File: src/rtl/cpu0_pkg.sv
// rtl/cpu0_pkg.sv - shared stack geometry constants and width helpers
package cpu0_pkg;

    localparam int                DEF_STACK_WIDTH = 16;
    localparam int                DEF_STACK_DEPTH = 8;
    localparam int                DEF_ADDR_W      = 16;
    localparam logic [15:0]       DEF_BASE_ADDR   = 16'hFFFF;

    // Count must represent 0..DEPTH inclusive, hence depth+1.
    function automatic int stack_cw(input int depth);
        return $clog2(depth + 1);
    endfunction

    function automatic int stack_aw(input int depth);
        return (depth < 2) ? 1 : $clog2(depth);
    endfunction

endpackage

File: src/rtl/hw_stack_mem.sv
// rtl/hw_stack_mem.sv - DEPTHxWIDTH register array, one write port, async read
module hw_stack_mem
    import cpu0_pkg::*;
#(
    parameter int WIDTH = DEF_STACK_WIDTH,
    parameter int DEPTH = DEF_STACK_DEPTH,
    parameter int AW    = stack_aw(DEPTH)
) (
    input  logic             clk,
    input  logic             we,
    input  logic [AW-1:0]    waddr,
    input  logic [WIDTH-1:0] wdata,
    input  logic [AW-1:0]    raddr,
    output logic [WIDTH-1:0] rdata
);

    logic [WIDTH-1:0] r_mem [DEPTH];

    always_ff @(posedge clk) begin
        if (we) begin
            r_mem[waddr] <= wdata;
        end
    end

    assign rdata = r_mem[raddr];

endmodule

File: src/rtl/hw_stack.sv
// rtl/hw_stack.sv - hardware stack with occupancy, stack address and sticky error flags
module hw_stack
    import cpu0_pkg::*;
#(
    parameter int                WIDTH     = DEF_STACK_WIDTH,
    parameter int                DEPTH     = DEF_STACK_DEPTH,
    parameter int                ADDR_W    = DEF_ADDR_W,
    parameter logic [ADDR_W-1:0] BASE_ADDR = ADDR_W'(DEF_BASE_ADDR),
    parameter int                AFULL_LVL = DEPTH - 1,
    localparam int               CW        = stack_cw(DEPTH)
) (
    input  logic              clk,
    input  logic              reset,
    input  logic              push,
    input  logic              pop,
    input  logic              flush,
    input  logic              clr_err,
    input  logic [WIDTH-1:0]  din,
    output logic [WIDTH-1:0]  dout,
    output logic [CW-1:0]     count,
    output logic [ADDR_W-1:0] sp_addr,
    output logic              empty,
    output logic              full,
    output logic              almost_full,
    output logic              ovf,
    output logic              udf
);

    localparam int          AW      = stack_aw(DEPTH);
    localparam logic [CW-1:0] DEPTH_C = CW'(DEPTH);
    localparam logic [CW-1:0] AFULL_C = CW'(AFULL_LVL);

    logic [CW-1:0]    r_count;
    logic             r_ovf;
    logic             r_udf;

    logic [CW-1:0]    w_count_nxt;
    logic             w_we;
    logic [AW-1:0]    w_waddr;
    logic [AW-1:0]    w_top_idx;
    logic [WIDTH-1:0] w_rdata;
    logic             w_empty;
    logic             w_full;
    logic             w_ovf_set;
    logic             w_udf_set;

    assign w_empty   = (r_count == '0);
    assign w_full    = (r_count == DEPTH_C);
    assign w_top_idx = AW'(r_count - CW'(1));

    always_comb begin
        w_count_nxt = r_count;
        w_we        = 1'b0;
        w_waddr     = w_top_idx;
        w_ovf_set   = 1'b0;
        w_udf_set   = 1'b0;
        if (flush) begin
            w_count_nxt = '0;
        end else if (push && pop) begin
            // Simultaneous push/pop replaces the top; on an empty stack it is a plain push.
            w_we = 1'b1;
            if (w_empty) begin
                w_waddr     = '0;
                w_count_nxt = CW'(1);
            end
        end else if (push) begin
            if (w_full) begin
                w_ovf_set = 1'b1;
            end else begin
                w_we        = 1'b1;
                w_waddr     = AW'(r_count);
                w_count_nxt = r_count + CW'(1);
            end
        end else if (pop) begin
            if (w_empty) begin
                w_udf_set = 1'b1;
            end else begin
                w_count_nxt = r_count - CW'(1);
            end
        end
    end

    always_ff @(posedge clk or negedge reset) begin
        if (!reset) begin
            r_count <= '0;
            r_ovf   <= 1'b0;
            r_udf   <= 1'b0;
        end else begin
            r_count <= w_count_nxt;
            r_ovf   <= w_ovf_set | (r_ovf & ~clr_err);
            r_udf   <= w_udf_set | (r_udf & ~clr_err);
        end
    end

    hw_stack_mem #(
        .WIDTH (WIDTH),
        .DEPTH (DEPTH),
        .AW    (AW)
    ) u_mem (
        .clk   (clk),
        .we    (w_we),
        .waddr (w_waddr),
        .wdata (din),
        .raddr (w_top_idx),
        .rdata (w_rdata)
    );

    assign dout        = w_empty ? '0 : w_rdata;
    assign count       = r_count;
    assign sp_addr     = BASE_ADDR - ADDR_W'(r_count);
    assign empty       = w_empty;
    assign full        = w_full;
    assign almost_full = (r_count >= AFULL_C);
    assign ovf         = r_ovf;
    assign udf         = r_udf;

    a_ctrl_known: assert property (@(posedge clk) disable iff (!reset)
        !$isunknown(push) && !$isunknown(pop))
        else $error("hw_stack: push/pop unknown");

    a_count_range: assert property (@(posedge clk) disable iff (!reset)
        r_count <= DEPTH_C)
        else $error("hw_stack: count exceeds DEPTH");

endmodule
File: config.mk
export PLATFORM = sky130hd
export DESIGN_NAME = hw_stack
export DESIGN_NICKNAME = d
export VERILOG_FILES = /design/src/rtl/cpu0_pkg.sv /design/src/rtl/hw_stack_mem.sv /design/src/rtl/hw_stack.sv
export SDC_FILE = /design/constraint.sdc
export NUM_CORES = 1
export LEC_CHECK = 0
export ABC_AREA = 1
export CAP_MARGIN = 20
export CORE_UTILIZATION = 51
export DETAILED_ROUTE_END_ITERATION = 6
export PLACE_DENSITY = 0.86
export SKIP_LAST_GASP = 1
export SYNTH_ARGS = -nofsm -noshare
export SYNTH_HDL_FRONTEND = slang
export SYNTH_SLANG_ARGS = --single-unit
File: constraint.sdc
create_clock -name clk -period 2.45 [get_ports clk]
set_input_delay 0.3675 -clock clk [delete_from_list [all_inputs] [get_ports clk]]
set_output_delay 0.3675 -clock clk [all_outputs]
set_load 0.1 [all_outputs]
### Yosys cells after proc, flatten, opt, wreduce, memory -nomap -nowiden

Memories as Yosys holds them, arrays and structs flattened.
Cells that the tools add are included.

* multiplexer cells: 28
* reductions and logical operators: 4
* $add $sub $neg: 3
* $lt $le $gt $ge: 1
* bitwise gates (word level): 5
* eq/ne operators: 4

Operator list (number)
* $mux 4: 7
* $mux 16: 1
* $mux 1: 15
* $mux 3: 5
* $ne 4x3->1 const B: 2
* $sub 1x5->6 const A: 1
* $add 4x1->4 const B: 1
* $eq 4x4->1 const B: 1
* $ge 4x3->1 const B: 1
* $logic_not 4->1: 1
* $reduce_and 4->1: 1
* $reduce_bool 4->1: 1
* $sub 4x1->4 const B: 1
* $ne 3x3->1 const B: 1
* $and 1x1->1: 2
* $or 1x1->1: 2
* $logic_and 1x1->1: 1
* $not 1->1: 1

* bits in writable memories: 128
* input port bits: 22
* flip-flop bits (word level): 6
* word-level logic and storage cells: 49
* memories: 1

Memories
* u_mem.r_mem: words 8, width 16, read ports 1, clocked after Yosys merged registers in 0, wr ports 1, RTL line hw_stack_mem.sv:17 `logic [WIDTH-1:0] r_mem [DEPTH];`

### Longest topological paths before layout

Gate-level depths: netlist of the first run.

* depth in word-level cells: 7
* gate-level depth with buffers: 14
* mapped depth without buffers: 12

### Modules after synthesis

A second synthesis of the first run with hierarchy kept.

* cells, all modules: 701
* area, all modules: 6442.4 um2

By module, submodules not included
* hw_stack_mem: instances 1, cells each 571, area each 5669.2 um2
* hw_stack: instances 1, cells each 130, area each 773.2 um2

### Worst setup path before layout of the first run

Ideal clock, no wire load.

* path kind: register to output
* start: register r_count[1] (netlist: count[1])
* end: output dout[10]
* arrival: 4.338 ns
* buffers on the path: 1
* slack: -2.255 ns
* cell stages (with the launch flop): 9
* cell sequence: dfrtp_1 -> inv_1 -> ha_1 -> inv_1 -> clkbuf_1 -> o21ai_0 -> o22ai_1 -> nand2_1 -> a21oi_1

* word-level cells in the longest chain between the ends: 3

RTL lines
* start: declaration: RTL line hw_stack.sv:33 `logic [CW-1:0] r_count;`
* start signal: assignment: RTL line hw_stack.sv:89 `r_count <= w_count_nxt;`
* $sub 4x1->4
* $mem_v2 8x16
* $mux 16 (*): RTL line hw_stack.sv:108 `assign dout = w_empty ? '0 : w_rdata;`
* end: declaration: RTL line hw_stack.sv:19 `output logic [WIDTH-1:0] dout,`

Every way passes the cells marked *; elsewhere a longest branch is shown, timed or not.

### Worst setup path after layout of the first run

* start: register r_count[1] (netlist: count[1])
* end: output dout[4]

The elaborated chain is that of the path after synthesis.

==> results of run 1 <==
[routing by layer]
| layer | share of wire (%) | up-vias | global-route usage (%) |
|---|---|---|---|
| met5 | 0 | - | 0 |
| met1 | 36 | 2204 | 35.3 |
| met3 | 9.6 | 65 | 6.42 |
| met2 | 51 | 362 | 45.1 |
| met4 | 4.3 | 0 | 16.0 |
| li1 | - | 1930 | - |
[power by group]
group	internal [W]	switching, W	leakage, nW
Clock	0.00154	0.000978	0.276
Sequential	0.00267	0.0000719	1.23
Combinational	0.00250	0.00428	1.50
Total	0.00671	0.00533	3.01
[synthesized netlist by cell type, drive strengths merged]
master  count
a21boi      1
a21oi      15
buf        26
clkbuf     11
conb        1
dfrtp       6
edfxtp    128
ha          3
inv        19
nand2      59
nand3      10
nand3b      1
nand4       3
nor2       89
o211ai      1
o21ai      79
o22ai      32
xnor2       1
[worst reg2reg max path, cell delays in order (launching register included)]
cell and delay, ns:
dfrtp_4 0.43, clkinvlp_4 0.13, buf_4 0.18, ha_4 0.16
inv_1 0.06, nand2_2 0.06, nand2_4 0.10, buf_6 0.13
buf_4 0.13, nand2_1 0.06, nand2_2 0.07, nand3_1 0.10
nand2_2 0.15, nand2_4 0.09, nor2_4 0.22, clkbuf_16 0.21
[cells by family (layout without fill, tap and decap cells)]
logic type / count (synthesis) / after routing / share of synthesized area [%]
AO/OA/AOI/OAI: 128 / 128 / 12.1
XOR/XNOR: 1 / 1 / 0.154
adder cells (fa/ha/maj): 3 / 3 / 0.660
buffers and inverters: 56 / 159 / 5.19
flip-flops: 134 / 134 / 70.2
other: 1 / 12 / 0.0659
AND/OR/NAND/NOR: 162 / 162 / 11.6
[timing repair]
item | 4_1_cts | 5_1_grt
cloned | 4 | 4
setup endpoints to repair | 33 | 145
resized for setup | 33 | 114
pin swaps | 26 | 77
buffers inserted | 16 | 6
[flip-flops by register name, summed over array words and instances, names as in the netlist]
name	cells
udf	1
u_mem.r_mem	128
ovf	1
count	4
[path summary, 6_finish.rpt]
path | startpoint | endpoint | slack, ns | cells past startpoint
hold reg to reg | ovf$_DFF_PN0_ | ovf$_DFF_PN0_ | 0.54 | 2
max in group asynchronous | reset | count[1]$_DFFE_PN0P_ | 2.07 | 1
setup reg to reg | count[1]$_DFFE_PN0P_ | u_mem.r_mem[6][7]$_DFFE_PP_ | -0.11 | 15
setup / recovery | count[1]$_DFFE_PN0P_ | dout[4] | -0.43 | 9
hold / removal | reset | count[2]$_DFFE_PN0P_ | 0.09 | 1
min in group clk | clr_err | udf$_DFF_PN0_ | 0.45 | 2
[metrics by stage]
step | instances | area, um^2 | hold slack [ns]
floorplan | 496 | 6100 | 0.0719
global placement | 678 | 7030 | 0.510
detailed placement | 678 | 7030 | 0.540
CTS | 730 | 7920 | 0.0950
global route | 739 | 8370 | 0.0952
finish | 739 | 8370 | 0.0942
[final cells by class]
class,instances,share of cell area [%]
repair buffers,108,18.2
inverters,19,1.18
multi-input cells,306,23.9
clock buffers,18,4.99
well taps,140,2.09
clock inverters,14,1.88
flip-flops and latches,134,47.8
==> flow_metrics.env, run 1 <==
export IMPL_status="finished, violations left"
export IMPL_violations="negative setup slack"
export IMPL_synth_top_cell_by_area="edfxtp_1"
export IMPL_synth_area_leaders="edfxtp_1, o21ai_0, nor2_1"
export IMPL_cpMostUsedCell="buf_6"
export IMPL_cts_tree="yes"
export IMPL_num_antenna_cells=0
export IMPL_gr_total_overflow=0
export IMPL_syn_to_final_growth_pct=47.1
export IMPL_setup_viol_count_final=106
export IMPL_worstSetupEndpointType="primary output"
export IMPL_start_util_pct=52.5
export IMPL_clk_pin_slew_worst_paths_ns=0.07
export IMPL_grt_max_degree=40
export IMPL_path_cells="clkinvlp_4 -> ha_4 -> buf_6 -> buf_6 -> o21ai_1 -> o22ai_1 -> nand2_1 -> a21oi_4 -> buf_12"
export IMPL_ir_drop_mv=1.05
export IMPL_wire_per_inst_um=23.5
export IMPL_drtIter0Drc=562
export IMPL_finalCriticalPeriod_ns=2.88
export IMPL_grt_pass1_wl_um=23200
export IMPL_arrival_ns=2.51
export IMPL_ys_seq_elements=134
export IMPL_multiInputGateArea_um2=2000
export IMPL_cts_made_buffers=17
export IMPL_crit_path_max_incr_delay_ns=0.43
export IMPL_crit_type="reg -> out"
export IMPL_worst_path_buf_inv=4
export IMPL_worst_path_max_delay_cell="dfrtp_4"
export IMPL_hold_violations=0
export IMPL_setup_tns_ns=-9.24
export IMPL_cp_required_ns=2.08
export IMPL_fmax_ghz=0.347
export IMPL_htree_levels=4
export IMPL_finalWeightedCongestion=0.860
export IMPL_synth_top_cell_area_share_pct=67.5
export IMPL_grt_pass1_vias=4287
export IMPL_final_cell_mix="edfxtp_1, nor2_1, buf_12, nand2_1, o21ai_0"
export IMPL_ant_nets=0
export IMPL_hold_buffers=0
export IMPL_pre_cts_ws_ns=-0.0632
export IMPL_io_buffer_count=50
export IMPL_core_area_um2=10800
export IMPL_netlist_area_um2=5690
export IMPL_io_pins=63
export IMPL_drc=0
export IMPL_skew_ns=0.00992
export IMPL_yosysSeqAreaShare_pct=70.2
export IMPL_netlist_instances=485
export IMPL_cts_root_buf="clkbuf_8"
export IMPL_rows=38
export IMPL_avgSynthCellArea_um2=11.7
export IMPL_crit_family="buffers and inverters"
export IMPL_p_leak_nw=3.01
export IMPL_min_period_over_period_pct=118
export IMPL_utilization_pct=77.2
export IMPL_cp_max_fo=5
export IMPL_track_usage_pct=28.2
export IMPL_num_vias=4561
export IMPL_dieHeight_um=108
export IMPL_drtPass1Iterations=5
export IMPL_postRouteWirelength_um=17400
export IMPL_die_x_um=108
export IMPL_fillers=548
export IMPL_final_nets=611
export IMPL_dieArea_um2=11600
export IMPL_mostFrequentLayoutCell="edfxtp_1"
export IMPL_clk_path_buf_depth=2
export IMPL_dp_final_hpwl_um=8420
export IMPL_power_density_nw_per_um2=1440
export IMPL_maxCapViolations=0
export IMPL_rsz0062_at_grt="yes"
export IMPL_viasPerCell=6.17
export IMPL_drive_above_1_share_pct=37.7
export IMPL_clk_latency_ns=0.53
export IMPL_start_kind="flip-flop"
export IMPL_ff_latch_area_um2=4000
export IMPL_power_total_w=0.0120
export IMPL_setup_ws_ns=-0.429
export IMPL_hp_class="in -> async"
export IMPL_drv_slew=0
export IMPL_antenna_found_initial=0
export IMPL_clock_sinks=134
export IMPL_synth_distinct_cells=27
export IMPL_synth_warnings=0
Power figures use the tool's default switching activity.
==> run 2: changes to the inputs <==
--- a/config.mk
+++ b/config.mk
@@ -7,5 +7,7 @@
 export LEC_CHECK = 0
 export ABC_AREA = 1
+export ABC_CLOCK_PERIOD_IN_PS = 2450
 export CAP_MARGIN = 20
+export CORE_MARGIN = 4
 export CORE_UTILIZATION = 51
 export DETAILED_ROUTE_END_ITERATION = 6
==> constraint.sdc (replaced) <==
create_clock -name clk -period 2.45 [get_ports clk]
set_input_delay 0.245 -clock clk [delete_from_list [all_inputs] [get_ports clk]]
set_output_delay 0.245 -clock clk [all_outputs]
set_load 0.1 [all_outputs]
==> run 2 against run 1 <==
  * Critical path type unchanged
  * The flow finishes with violations (design-rule violations, negative setup slack)
  * Worst setup slack better by 0.17 ns
  * Non-clock buffer count down 24
  * Combinational power fell by 16%
  * Clock skew shrank 0.0032 ns
  * Clock-buffer cell count unchanged
  * Fmax is 6.4% higher
==> flow_metrics.env, run 2 (synthesis gave the netlist of run 1 again) <==
export IMPL_r2r_start="count[1]$_DFFE_PN0P_"
export IMPL_startpoint="count[1]$_DFFE_PN0P_"
export IMPL_antenna_found_initial=0
export IMPL_r2r_setup_slack_ns=0.07
export IMPL_path_cells="clkinvlp_4 -> ha_4 -> clkbuf_16 -> o21ai_0 -> o22ai_1 -> nand2_1 -> a21oi_4 -> buf_12"
export IMPL_rows=38
export IMPL_num_antenna_cells=0
export IMPL_route_met2_wl_um=7620
export IMPL_dieArea_um2=12900
export IMPL_hold_ws_ns=0.321
export IMPL_cts_made_buffers=17
export IMPL_setup_tns_ns=-3.31
export IMPL_p_comb_share_pct=51.5
export IMPL_status="finished, violations left"
export IMPL_num_vias=4191
export IMPL_violations="design-rule violations, negative setup slack"
export IMPL_cts_root_buf="clkbuf_8"
export IMPL_core_area_um2=10900
export IMPL_htree_levels=4
export IMPL_p_leak_nw=2.74
export IMPL_hp_class="in -> reg"
export IMPL_drive_above_1_share_pct=25.0
export IMPL_grt_pass1_vias=4328
export IMPL_hold_violations=0
export IMPL_p_int_w=0.00615
export IMPL_worstRegToRegCells=10
export IMPL_arrival_ns=2.46
export IMPL_grt_pass1_wl_um=22500
export IMPL_ant_nets=0
export IMPL_pwr_share_clk_pct=23.6
export IMPL_min_period_over_period_pct=110
export IMPL_utilization_pct=71.1
export IMPL_start_kind="flip-flop"
export IMPL_drc=1
export IMPL_clock_sinks=134
export IMPL_switchingPower_w=0.00484
export IMPL_cp_max_fo=8
export IMPL_viasPerCell=5.86
export IMPL_seqPwrFrac_pct=24.9
export IMPL_cts_tree="yes"
export IMPL_setup_ws_ns=-0.256
export IMPL_postRouteWirelength_um=14800
export IMPL_pre_cts_ws_ns=-0.0155
export IMPL_crit_path_max_incr_delay_ns=0.44
export IMPL_crit_type="reg -> out"
export IMPL_fmax_ghz=0.369
export IMPL_rsz0062_at_grt="yes"
export IMPL_clk_pin_slew_worst_paths_ns=0.06
export IMPL_wl_met3_um=1300
export IMPL_drtIter0Drc=401
export IMPL_finalCriticalPeriod_ns=2.71
export IMPL_mostFrequentLayoutCell="edfxtp_1"
export IMPL_dieHeight_um=114
export IMPL_start_util_pct=52.3
export IMPL_top_layer="met4"
export IMPL_worst_path_max_delay_cell="dfrtp_4"
export IMPL_power_density_nw_per_um2=1420
export IMPL_gr_total_overflow=0
export IMPL_dp_final_hpwl_um=8200
export IMPL_setup_viol_count_final=16
export IMPL_final_cell_count_no_fill=715
export IMPL_drtPass1Iterations=7
export IMPL_syn_to_final_growth_pct=36.0
export IMPL_r2r_end="u_mem.r_mem[3][8]$_DFFE_PP_"
export IMPL_largest_reg_flops=128
export IMPL_die_x_um=114
export IMPL_grt_max_degree=53
export IMPL_final_nets=587
export IMPL_clk_latency_ns=0.51
export IMPL_wire_per_inst_um=20.7
export IMPL_io_buffer_count=50
export IMPL_swShare_pct=44.0
export IMPL_met1_length_um=5560
export IMPL_track_usage_pct=23.0
export IMPL_dpl_cell_count=667
export IMPL_final_cell_mix="edfxtp_1, nor2_1, o21ai_0, nand2_1"
export IMPL_cp_endpoint="dout[13]"
export IMPL_drv_slew=0
export IMPL_clk_path_buf_depth=2
export IMPL_fillers=663
export IMPL_finalWeightedCongestion=0.890
export IMPL_cp_required_ns=2.20
export IMPL_ir_drop_mv=1.28
export IMPL_worstSetupEndpointType="primary output"
export IMPL_skew_ns=0.00669
export IMPL_hold_path_depth=2
export IMPL_io_pins=63
export IMPL_maxCapViolations=0
export IMPL_top_register="u_mem.r_mem"
-- run 2: cell types whose count changed in the layout (fill, tap and decap cells not counted), sizes merged --
cell / change
dlygate4sd3: +1
clkinvlp: -1
buf: -22
clkbuf: -3
clkinv: -6
inv: +7
-- run 2: per-layer routing --
layer,up-vias,track usage (%)
met3,28,5.78
met4,0,9.29
li1,1879,-
met5,-,0
met1,2030,28.9
met2,254,38.4
-- run 2: per-stage QoR --
| stage | area [um^2] | power [W] |
|---|---|---|
| 2_1_floorplan | 6100 | 0.00652 |
| 3_3_place_gp | 6850 | 0.00792 |
| 3_5_place_dp | 6850 | 0.00801 |
| 4_1_cts | 7620 | 0.0109 |
| 5_1_grt | 7740 | 0.0114 |
| 6_report | 7740 | 0.0110 |
-- run 2: what timing repair did --
action	in CTS	in global routing
endpoints found under the hold margin	6	0
endpoints found under the setup margin	48	96
hold buffers	1	0
gates cloned	1	1
gates resized for setup	13	9
pin swaps	3	18
setup buffers	8	5
-- run 2: worst min-delay path by stage --
stage             from              endpoint  slack [ns]
2_1_floorplan    reset  count[2]$_DFFE_PN0P_       -0.05
3_3_place_gp     reset  count[1]$_DFFE_PN0P_        0.50
3_5_place_dp     reset  count[0]$_DFFE_PN0P_        0.52
4_1_cts        clr_err         udf$_DFF_PN0_        0.30
5_1_grt        clr_err         udf$_DFF_PN0_        0.33
6_report       clr_err         udf$_DFF_PN0_        0.32
-- run 2: power groups by stage --
stage | sequential [W] | combinational [W] | clock [W]
2_1_floorplan | 0.00291 | 0.00361 | 0
3_3_place_gp | 0.00278 | 0.00515 | 0
3_5_place_dp | 0.00278 | 0.00523 | 0
4_1_cts | 0.00273 | 0.00552 | 0.00262
5_1_grt | 0.00274 | 0.00591 | 0.00274
6_report | 0.00274 | 0.00566 | 0.00260
-- run 2: final cells by class --
type,count,area (um^2),area share [%]
well taps,140,175,2.26
clock buffers,18,418,5.40
repair buffers,84,1140,14.7
flip-flops and latches,134,4000,51.7
multi-input cells,306,1720,22.3
clock inverters,14,189,2.44
inverters,19,88.8,1.15
-- run 2: worst max-delay path: cells and delay by family (launching register included) --
| family | cells | cell delay [ns] |
|---|---|---|
| AO/OA/AOI/OAI | 3 | 0.46 |
| adder cells (fa/ha/maj) | 1 | 0.39 |
| buffers and inverters | 3 | 0.53 |
| flip-flops | 1 | 0.44 |
| AND/OR/NAND/NOR | 1 | 0.12 |
==> run 3: changes to the inputs <==
ABC_CLOCK_PERIOD_IN_PS = 3100   (was 2450)
CORE_UTILIZATION = 52   (was 51)
PLACE_DENSITY = 0.85   (was 0.86)
SLEW_MARGIN = 20   (was unset)
clock period = 3.1 ns   (was 2.45 ns; I/O delays follow)
==> run 3 against run 2 <==
  * Critical path depth rose by 1
  * Utilization fell by 1.4 points
  * Critical endpoint is now dout[6]
  * Hold slack got worse by 0.29 ns
  * The flow now finishes without violations
  * Largest cell class unchanged
  * Global-route usage fell by 0.55 points
  * Die area fell by 1.8%
==> flow_metrics.env, run 3 (synthesis gave the netlist of run 1 again) <==
export IMPL_cts_tree="yes"
export IMPL_io_buffer_count=50
export IMPL_hp_class="in -> async"
export IMPL_core_area_um2=10500
export IMPL_gr_total_overflow=0
export IMPL_final_cell_mix="edfxtp_1, o21ai_0, nor2_1, nand2_1, o22ai_1"
export IMPL_clk_latency_ns=0.52
export IMPL_finalWeightedCongestion=0.881
export IMPL_min_period_over_period_pct=94.1
export IMPL_hold_ws_ns=0.0285
export IMPL_wire_per_inst_um=20.0
export IMPL_dieArea_um2=12700
export IMPL_syn_to_final_growth_pct=28.6
export IMPL_largest_reg_flops=128
export IMPL_dpl_cell_count=654
export IMPL_cts_root_buf="clkbuf_8"
export IMPL_postRouteWirelength_um=13800
export IMPL_path_cells="clkinvlp_4 -> ha_4 -> inv_1 -> buf_12 -> o21ai_0 -> o22ai_1 -> nand2_1 -> a21oi_4 -> buf_12"
export IMPL_clk_pin_slew_worst_paths_ns=0.06
export IMPL_num_antenna_cells=0
export IMPL_hold_violations=0
export IMPL_clock_sinks=134
export IMPL_cp_required_ns=2.79
export IMPL_worst_path_buf_inv=4
export IMPL_pre_cts_ws_ns=0.192
export IMPL_rows=37
export IMPL_worstSetupEndpointType="primary output"
export IMPL_skew_ns=0.00656
export IMPL_viasPerCell=5.88
export IMPL_num_vias=4045
export IMPL_cpMostUsedCell="buf_12"
export IMPL_fillers=676
export IMPL_dieHeight_um=113
export IMPL_clk_path_buf_depth=2
export IMPL_finalCriticalPeriod_ns=2.92
export IMPL_cp_max_fo=32
export IMPL_grt_max_degree=42
export IMPL_crit_type="reg -> out"
export IMPL_dp_final_hpwl_um=8080
export IMPL_htree_levels=4
export IMPL_io_pins=63
export IMPL_grt_pass1_vias=4011
export IMPL_cp_depth=9
export IMPL_drive_above_1_share_pct=19.6
export IMPL_cts_made_buffers=17
export IMPL_antenna_found_initial=0
export IMPL_p_leak_nw=2.55
export IMPL_setup_viol_count_final=0
export IMPL_maxSlewHeadroom_pct=35.5
export IMPL_worst_path_max_delay_cell="dfrtp_4"
export IMPL_setup_ws_ns=0.183
export IMPL_worstMarginPinSlew_ns=0.964
export IMPL_drtPass1Iterations=5
export IMPL_start_util_pct=54.1
export IMPL_status="finished, final reports clean"
export IMPL_grt_pass1_wl_um=21900
export IMPL_track_usage_pct=22.5
export IMPL_drv_slew=0
export IMPL_ir_drop_mv=0.857
export IMPL_arrival_ns=2.61
export IMPL_fmax_ghz=0.343
export IMPL_ant_nets=0
export IMPL_start_kind="flip-flop"
export IMPL_crit_path_max_incr_delay_ns=0.46
export IMPL_worstRegToRegCells=12
export IMPL_final_nets=564
export IMPL_setup_tns_ns=0
export IMPL_drc=0
export IMPL_mostFrequentLayoutCell="edfxtp_1"
export IMPL_rsz0062_at_grt="no"
export IMPL_final_cell_count_no_fill=688
export IMPL_top_register="u_mem.r_mem"
export IMPL_drtIter0Drc=477
export IMPL_maxCapViolations=0
export IMPL_crit_family="buffers and inverters"
export IMPL_die_x_um=113
export IMPL_hold_buffers=0
export IMPL_power_density_nw_per_um2=1140
[run 3: worst register-to-register path, stage by stage, from the launching register on]
cell and delay [ns]:
dfrtp_4 0.51, clkinvlp_4 0.14, ha_1 0.20, inv_1 0.05, nand2_1 0.07, nand2_2 0.16, nand2_1 0.10, nand2_1 0.08
nand2_1 0.09, nand2_1 0.05, nand2_1 0.10, nand2_1 0.13, nor2_2 0.73
[run 3: final cells by class]
type	instances	area (um^2)	area share, %
inverter	19	78.8	1.08
tap	136	170	2.32
multi-input combinational	306	1690	23.1
clock inverter	14	183	2.50
sequential	134	4000	54.7
timing repair buffer	61	782	10.7
clock buffer	18	418	5.71
[run 3: timing repair]
| action | CTS | global route |
|---|---|---|
| endpoints found under the hold margin | 0 | 0 |
| pin swaps | 0 | 2 |
| setup buffers | 0 | 2 |
| resized for setup | 1 | 3 |
| endpoints found under the setup margin | 2 | 13 |
[run 3: path summary, 6_finish.rpt]
path	from	to	slack, ns
min in group clk	clr_err	udf$_DFF_PN0_	0.39
worst min register to register	ovf$_DFF_PN0_	ovf$_DFF_PN0_	0.53
worst min-delay path	reset	udf$_DFF_PN0_	0.03
worst max-delay path	count[1]$_DFFE_PN0P_	dout[6]	0.18
max in group asynchronous	reset	count[1]$_DFFE_PN0P_	2.83
worst max register to register	count[1]$_DFFE_PN0P_	u_mem.r_mem[2][13]$_DFFE_PP_	0.29
[run 3: report_power, final]
part / leakage (nW) / total, W / switching [W] / internal (W)
registers: 1.23 / 0.00216 / 0.0000510 / 0.00211
clock network: 0.278 / 0.00204 / 0.000742 / 0.00130
logic: 1.04 / 0.00413 / 0.00286 / 0.00127
total: 2.55 / 0.00834 / 0.00366 / 0.00468
[run 3: per-stage QoR]
stage / util (%) / total power (W) / cell area (um^2)
after floorplan: - / 0.00503 / 6010
after global placement: 63.7 / 0.00616 / 6690
after detailed placement: 63.7 / 0.00623 / 6690
after CTS: 69.4 / 0.00831 / 7290
after global routing: 69.7 / 0.00865 / 7320
final: 69.7 / 0.00834 / 7320
[run 3: per-layer routing]
metal / GRT usage (%) / share of wire [%]
met4: 7.93 / 2.4
met1: 28.4 / 37
met2: 38.3 / 51
met5: 0 / 0
met3: 4.85 / 9.0
